--- config.mk ---
export PLATFORM = sky130hd
export DESIGN_NAME = flag_unit
export DESIGN_NICKNAME = d
export VERILOG_FILES = /design/src/rtl/flag_unit.sv
export SDC_FILE = /design/constraint.sdc
export NUM_CORES = 1
export LEC_CHECK = 0
export BUFFER_PORTS_ARGS = -buffer_cell sky130_fd_sc_hd__buf_2
export CAP_MARGIN = 25
export CORE_MARGIN = 1
export CORE_UTILIZATION = 63
export DETAILED_ROUTE_END_ITERATION = 6
export PLACE_DENSITY = 0.95
export SLEW_MARGIN = 20
export SYNTH_ARGS = -nofsm -noshare
export SYNTH_HDL_FRONTEND = slang
export SYNTH_SLANG_ARGS = --single-unit
export TNS_END_PERCENT = 20
--- constraint.sdc ---
create_clock -name clk -period 12.4 [get_ports clk]
set_input_delay 2.48 -clock clk [delete_from_list [all_inputs] [get_ports clk]]
set_output_delay 2.48 -clock clk [all_outputs]
set_load 0.005 [all_outputs]
--- src/rtl/flag_unit.sv ---
// ALU producer for the branch-condition path: two-stage valid/ready pipeline
// (S1 operand latch, S2 result buffer) that owns the architectural NZCV register.
module flag_unit #(
  parameter int WIDTH = 32
) (
  input  logic             clk,
  input  logic             reset,
  input  logic             in_valid,
  output logic             in_ready,
  input  logic [2:0]       op,
  input  logic [WIDTH-1:0] a,
  input  logic [WIDTH-1:0] b,
  input  logic             set_flags,
  output logic             out_valid,
  input  logic             out_ready,
  output logic [WIDTH-1:0] result,
  output logic             n,
  output logic             z,
  output logic             c,
  output logic             v,
  output logic             flags_busy
);

  typedef enum logic [2:0] {
    OP_ADD = 3'b000,
    OP_SUB = 3'b001,
    OP_ADC = 3'b010,
    OP_SBC = 3'b011,
    OP_AND = 3'b100,
    OP_OR  = 3'b101,
    OP_XOR = 3'b110,
    OP_CMP = 3'b111
  } op_e;

  logic             s1_valid_q, s1_valid_d;
  op_e              s1_op_q;
  logic [WIDTH-1:0] s1_a_q, s1_b_q;
  logic             s1_sf_q;
  logic             s2_valid_q, s2_valid_d;
  logic [WIDTH-1:0] result_q;
  logic             n_q, z_q, c_q, v_q;

  logic             accept, advance, commit;
  logic [WIDTH-1:0] b_op, logic_res, alu_res;
  logic [WIDTH:0]   sum;
  logic             cin, is_arith, is_sub;
  logic             n_d, z_d, c_d, v_d;

  assign advance  = s1_valid_q && (!s2_valid_q || out_ready);
  assign in_ready = !s1_valid_q || advance;
  assign accept   = in_valid && in_ready;
  assign commit   = advance && (s1_sf_q || s1_op_q == OP_CMP);

  assign out_valid  = s2_valid_q;
  assign result     = result_q;
  assign n          = n_q;
  assign z          = z_q;
  assign c          = c_q;
  assign v          = v_q;
  assign flags_busy = s1_valid_q && (s1_sf_q || s1_op_q == OP_CMP);

  // ADC/SBC read the committed carry: any earlier flag-setting op has already
  // committed by the time this op is the one in S1.
  always_comb begin
    b_op      = s1_b_q;
    cin       = 1'b0;
    is_arith  = 1'b1;
    is_sub    = 1'b0;
    logic_res = '0;
    case (s1_op_q)
      OP_ADD: begin b_op = s1_b_q;  cin = 1'b0; end
      OP_SUB: begin b_op = ~s1_b_q; cin = 1'b1; is_sub = 1'b1; end
      OP_ADC: begin b_op = s1_b_q;  cin = c_q;  end
      OP_SBC: begin b_op = ~s1_b_q; cin = c_q;  is_sub = 1'b1; end
      OP_CMP: begin b_op = ~s1_b_q; cin = 1'b1; is_sub = 1'b1; end
      OP_AND: begin is_arith = 1'b0; logic_res = s1_a_q & s1_b_q; end
      OP_OR:  begin is_arith = 1'b0; logic_res = s1_a_q | s1_b_q; end
      OP_XOR: begin is_arith = 1'b0; logic_res = s1_a_q ^ s1_b_q; end
      default: begin is_arith = 1'b0; logic_res = '0; end
    endcase
    sum     = {1'b0, s1_a_q} + {1'b0, b_op} + {{WIDTH{1'b0}}, cin};
    alu_res = is_arith ? sum[WIDTH-1:0] : logic_res;
  end

  always_comb begin
    n_d = alu_res[WIDTH-1];
    z_d = (alu_res == '0);
    c_d = c_q;
    v_d = v_q;
    if (is_arith) begin
      c_d = sum[WIDTH];
      if (is_sub)
        v_d = (s1_a_q[WIDTH-1] != s1_b_q[WIDTH-1]) && (alu_res[WIDTH-1] != s1_a_q[WIDTH-1]);
      else
        v_d = (s1_a_q[WIDTH-1] == s1_b_q[WIDTH-1]) && (alu_res[WIDTH-1] != s1_a_q[WIDTH-1]);
    end
  end

  always_comb begin
    s1_valid_d = s1_valid_q;
    if (accept)
      s1_valid_d = 1'b1;
    else if (advance)
      s1_valid_d = 1'b0;
    s2_valid_d = s2_valid_q;
    if (advance)
      s2_valid_d = 1'b1;
    else if (s2_valid_q && out_ready)
      s2_valid_d = 1'b0;
  end

  always_ff @(posedge clk) begin
    if (reset) begin
      s1_valid_q <= 1'b0;
      s2_valid_q <= 1'b0;
      result_q   <= '0;
      n_q        <= 1'b0;
      z_q        <= 1'b0;
      c_q        <= 1'b0;
      v_q        <= 1'b0;
    end else begin
      s1_valid_q <= s1_valid_d;
      s2_valid_q <= s2_valid_d;
      if (advance)
        result_q <= alu_res;
      if (commit) begin
        n_q <= n_d;
        z_q <= z_d;
        c_q <= c_d;
        v_q <= v_d;
      end
    end
  end

  // Operand registers carry no reset: they are only meaningful while s1_valid_q.
  always_ff @(posedge clk) begin
    if (accept) begin
      s1_op_q <= op_e'(op);
      s1_a_q  <= a;
      s1_b_q  <= b;
      s1_sf_q <= set_flags;
    end
  end

endmodule

==> flow_summary_export.csv <==
group,metric,value,unit
placement,dp.cells,1104,
synthesis,asyncSetResetFlopFracSynth,0,%
synthesis,synth_simple_gate_area_share,14.1,%
route,drt-vias-per-instance,6.09,
worst_setup_path,cp.required,9920,ps
finish,layout_common_cells,"sky130_fd_sc_hd__buf_2 (110), sky130_fd_sc_hd__ha_1 (95), sky130_fd_sc_hd__nand2_1 (87)",
synthesis,main_combinational_cell_family_by_area_after_synthesis,"compound AO/OA/AOI/OAI gates",
worst_hold_path,worst_hold_path_class,"reg -> reg",
finish,final_cells,1122,
timing,finalCritPeriodShare,44.9,%
synthesis,post_synth_num_cell_types,67,
route,avgRoutedWirePerCell,17.1,microns
power,p_int,0.691,mW
global_routing,top_usage_layer,"met2",
timing,worst_slew_pin_slew,986,ps
synthesis,ys_seq_elements,106,
timing,max-slew-margin-rel,34.3,%
timing,finClkSkew,10.3,ps
power,power_frac_clock,26.9,%
timing,drv_slew,0,
finish,syn2layout_area_growth,12.3,%
power,combinationalPowerShare,32.9,%
synthesis,post-synth-top-area-fraction,26.0,%
route,total_routed_length,19100,microns
power,worst_ir_drop_vdd,0.000133,V
global_routing,maximum_number_of_pins_on_one_net_before_global_route_repair,69,
worst_setup_path,critical_path.max_stage_delay,270,ps
global_routing,antenna_found_initial,0,
power,p_sw_share,33.7,%
worst_setup_path,path_buf_inv,2,
floorplan,boundaryPins,111,
synthesis,yosys_most_used_dff,"sky130_fd_sc_hd__edfxtp_1",
power,power-per-cell-area,118,mW/mm^2
global_routing,grt_util_met2,49.5,%
finish,layout.cells.most_common,"sky130_fd_sc_hd__buf_2",
clock_network,cts-htree-levels,3,
clock_network,cts_hold_repair.buffers,0,
global_routing,met3_usage,5.26,%
finish,fin_util,73.1,%
synthesis,yosys-mux-area-fraction,4.96,%
synthesis,synth.yosys.seq_area_share,35.7,%
global_routing,first_pass_grt_wire_length,30700,microns
placement,hpwl_after_dpl,14100,microns
floorplan,die-width,114,microns
route,drt_drc_violations_left,0,
placement,gp_congestion,0.961,
timing,max_freq,0.180,GHz
finish,antennaDiodeCount,0,
floorplan,num_rows,40,
placement,dp_worst_setup_slack,6860,ps
synthesis,synth.largest_area_cell,"sky130_fd_sc_hd__edfxtp_1",
worst_setup_path,cp_common_cell,"sky130_fd_sc_hd__buf_2",
power,total_leakage_power,3.95,nW
timing,postLayoutSetupSlackWorst,6830,ps
finish,drive_above_1_share,18.1,%
synthesis,post_synth_xor_area_fraction,5.81,%
finish,design_area,0.00881,sq mm
route,detailroute.via_count,6835,
global_routing,grt-ovfl-total,0,
timing,final_hold_viol_count,0,
route,route.antenna.remaining_nets,0,
placement,io_buffers,110,
timing,final_period_minus_worst_setup_slack,5570,ps
clock_network,clock_path_buffers,2,
global_routing,global_route.usage.met1,40.8,%
synthesis,fraction_of_the_mapped_netlist_area_in_adder_cells,15.7,%
clock_network,cts-buffers-inserted,9,
worst_setup_path,cp_cell_sequence,"buf_2 > nor2b_1 > nand2_1 > buf_2",
flow_run,max-cap-violations,0,
synthesis,syn_inst,866,
clock_network,cts_sinks,106,
timing,setup-violations-final,0,
worst_setup_path,timing.critical_path.slowest_stage_cell,"sky130_fd_sc_hd__nor2b_1",
synthesis,net_count_after_synthesis,1035,
worst_setup_path,cpLargestDelayFamily,"simple AND/OR/NAND/NOR gates",
worst_setup_path,timing.setup.critical_path_class,"in -> out",
synthesis,yosysWarningCount,0,
worst_setup_path,timing.critical_path.arrival,3090,ps
synthesis,synth_compound_gate_area_share,18.1,%
outcome,run_status,"completed",
route,initialDrtViolationCount,681,
synthesis,synth-edff-count,68,
worst_setup_path,cp-start-kind,"input port",
clock_network,worst_skew_pair.late_latency,360,ps
synthesis,post_synth_instance_area,0.00785,sq mm
timing,grt_setup_unrepaired,"no",
clock_network,ctsResizeCount,0,
clock_network,clock_tree_from_tritoncts,"built",
floorplan,placeableCoreArea,0.0121,sq mm
floorplan,initial_utilization,65.0,%
clock_network,post_cts_buffers,0,
synthesis,synthTopCellsByArea,"sky130_fd_sc_hd__edfxtp_1 (26%), sky130_fd_sc_hd__ha_1 (15%), sky130_fd_sc_hd__dfxtp_1 (9.7%), sky130_fd_sc_hd__xnor2_1 (4.8%), sky130_fd_sc_hd__nand2_1 (4.2%)",
clock_network,clock-root-buffer,"sky130_fd_sc_hd__clkbuf_16",
power,power.sequential.fraction,40.2,%
timing,summed_negative_setup_slack_over_all_endpoints,0,ps
power,p_sw,0.352,mW
global_routing,globalRouteTotalUtil,30.7,%
worst_setup_path,worst-path-max-fanout,5,
floorplan,design.die.area,0.0129,sq mm
clock_network,cts.reportedPaths.clkPinSlew,70,ps
finish,num-fill-cells,905,
placement,placed_cell_area,0.00848,sq mm
finish,num-nets-final,1118,
worst_setup_path,critical_path_endpoint_category,"output port",
route,detail_route.first_pass.iterations,5,
floorplan,chipHeight,114,microns
synthesis,synth.avg_cell_area,9.06,sq um
global_routing,grt_pass1_vias,6359,
==> registers in the layout, indices dropped and copies added (netlist names) <==
register / flops
c: 1
n: 1
out_valid: 1
result: 32
s1_a_q: 32
s1_b_q: 32
s1_op_q: 3
s1_sf_q: 1
s1_valid_q: 1
v: 1
z: 1
==> metrics by stage <==
step / power, mW / hold slack (ps)
final: 1.04 / 453
after global placement: 0.743 / 440
after floorplan: 0.664 / 453
after detailed placement: 0.755 / 446
after global routing: 1.09 / 477
after CTS: 1.03 / 455
==> area by class of cell <==
class	instances	area [sq um]	area share (%)
Sequential cell	106	2800	31.8
Tap cell	168	210	2.39
Clock buffer	10	239	2.71
Inverter	71	267	3.02
Clock inverter	6	51.3	0.582
Timing Repair Buffer	119	646	7.33
Multi-Input combinational cell	642	4600	52.2
==> cell families after synthesis <==
| family | Yosys count |
|---|---|
| simple gates | 238 |
| compound gates | 219 |
| flops | 106 |
| xor+xnor | 52 |
| buf+inv | 118 |
| fa+ha+maj | 97 |
| mux | 36 |
==> power by group through the flow <==
stage / Clock [mW] / Sequential, mW / Combinational, mW
6_report: 0.281 / 0.419 / 0.343
5_1_grt: 0.294 / 0.421 / 0.376
4_1_cts: 0.282 / 0.418 / 0.334
3_5_place_dp: 0 / 0.426 / 0.329
3_3_place_gp: 0 / 0.425 / 0.318
2_1_floorplan: 0 / 0.423 / 0.240
==> Yosys cell counts, types with 3 or more instances <==
cell and instances:
sky130_fd_sc_hd__a22oi_1 6, sky130_fd_sc_hd__nand3_1 12, sky130_fd_sc_hd__nor3_1 12, sky130_fd_sc_hd__o21ai_0 61, sky130_fd_sc_hd__edfxtp_1 68, sky130_fd_sc_hd__or3_1 3, sky130_fd_sc_hd__xor2_1 9, sky130_fd_sc_hd__buf_1 9
sky130_fd_sc_hd__o22ai_1 9, sky130_fd_sc_hd__a21oi_1 62, sky130_fd_sc_hd__a21o_1 15, sky130_fd_sc_hd__and3_1 3, sky130_fd_sc_hd__inv_1 71, sky130_fd_sc_hd__nor2b_1 8, sky130_fd_sc_hd__o211ai_1 5, sky130_fd_sc_hd__mux2i_1 13
sky130_fd_sc_hd__o2111ai_1 3, sky130_fd_sc_hd__nand4_1 12, sky130_fd_sc_hd__and4_1 3, sky130_fd_sc_hd__a2111oi_0 5, sky130_fd_sc_hd__nor2_1 65, sky130_fd_sc_hd__nor4b_1 3, sky130_fd_sc_hd__mux2_2 23, sky130_fd_sc_hd__a211oi_1 10
sky130_fd_sc_hd__xnor2_1 43, sky130_fd_sc_hd__a31oi_1 7, sky130_fd_sc_hd__nor4_1 4, sky130_fd_sc_hd__and2_1 8, sky130_fd_sc_hd__dfxtp_1 38, sky130_fd_sc_hd__nand2b_1 11, sky130_fd_sc_hd__buf_2 4, sky130_fd_sc_hd__nand2_1 88
sky130_fd_sc_hd__ha_1 95, sky130_fd_sc_hd__clkbuf_1 34
==> layer usage <==
layer,up-vias,wire (microns)
li1,3247,-
met2,343,8680
met1,3203,8420
met4,0,481
met5,-,0
met3,42,1550
==> worst paths after layout <==
check             depth (start not counted)  slack [ps]         end       start
hold reg to reg                           2         450  result[13]  result[13]
setup reg to reg                         17        7430           z  s1_op_q[1]
hold / removal                            2         450  result[13]  result[13]
setup / recovery                          4        6830    in_ready   out_ready
==> worst reg2reg max path: stages (launching register included) <==
cell	delay [ps]
sky130_fd_sc_hd__edfxtp_1	320
sky130_fd_sc_hd__buf_4	490
sky130_fd_sc_hd__nand2b_1	280
sky130_fd_sc_hd__nand2_2	380
sky130_fd_sc_hd__xnor2_1	370
sky130_fd_sc_hd__fa_1	280
sky130_fd_sc_hd__inv_1	70
sky130_fd_sc_hd__fa_1	400
sky130_fd_sc_hd__nand2b_1	170
sky130_fd_sc_hd__a21oi_1	370
sky130_fd_sc_hd__o211ai_1	210
sky130_fd_sc_hd__a21oi_1	440
sky130_fd_sc_hd__a21oi_1	190
sky130_fd_sc_hd__nor4b_1	440
sky130_fd_sc_hd__nor3_1	120
sky130_fd_sc_hd__and4_1	210
sky130_fd_sc_hd__nand4_1	60
sky130_fd_sc_hd__o21ai_0	80
Note: power is estimated with default switching activity, not from simulation.
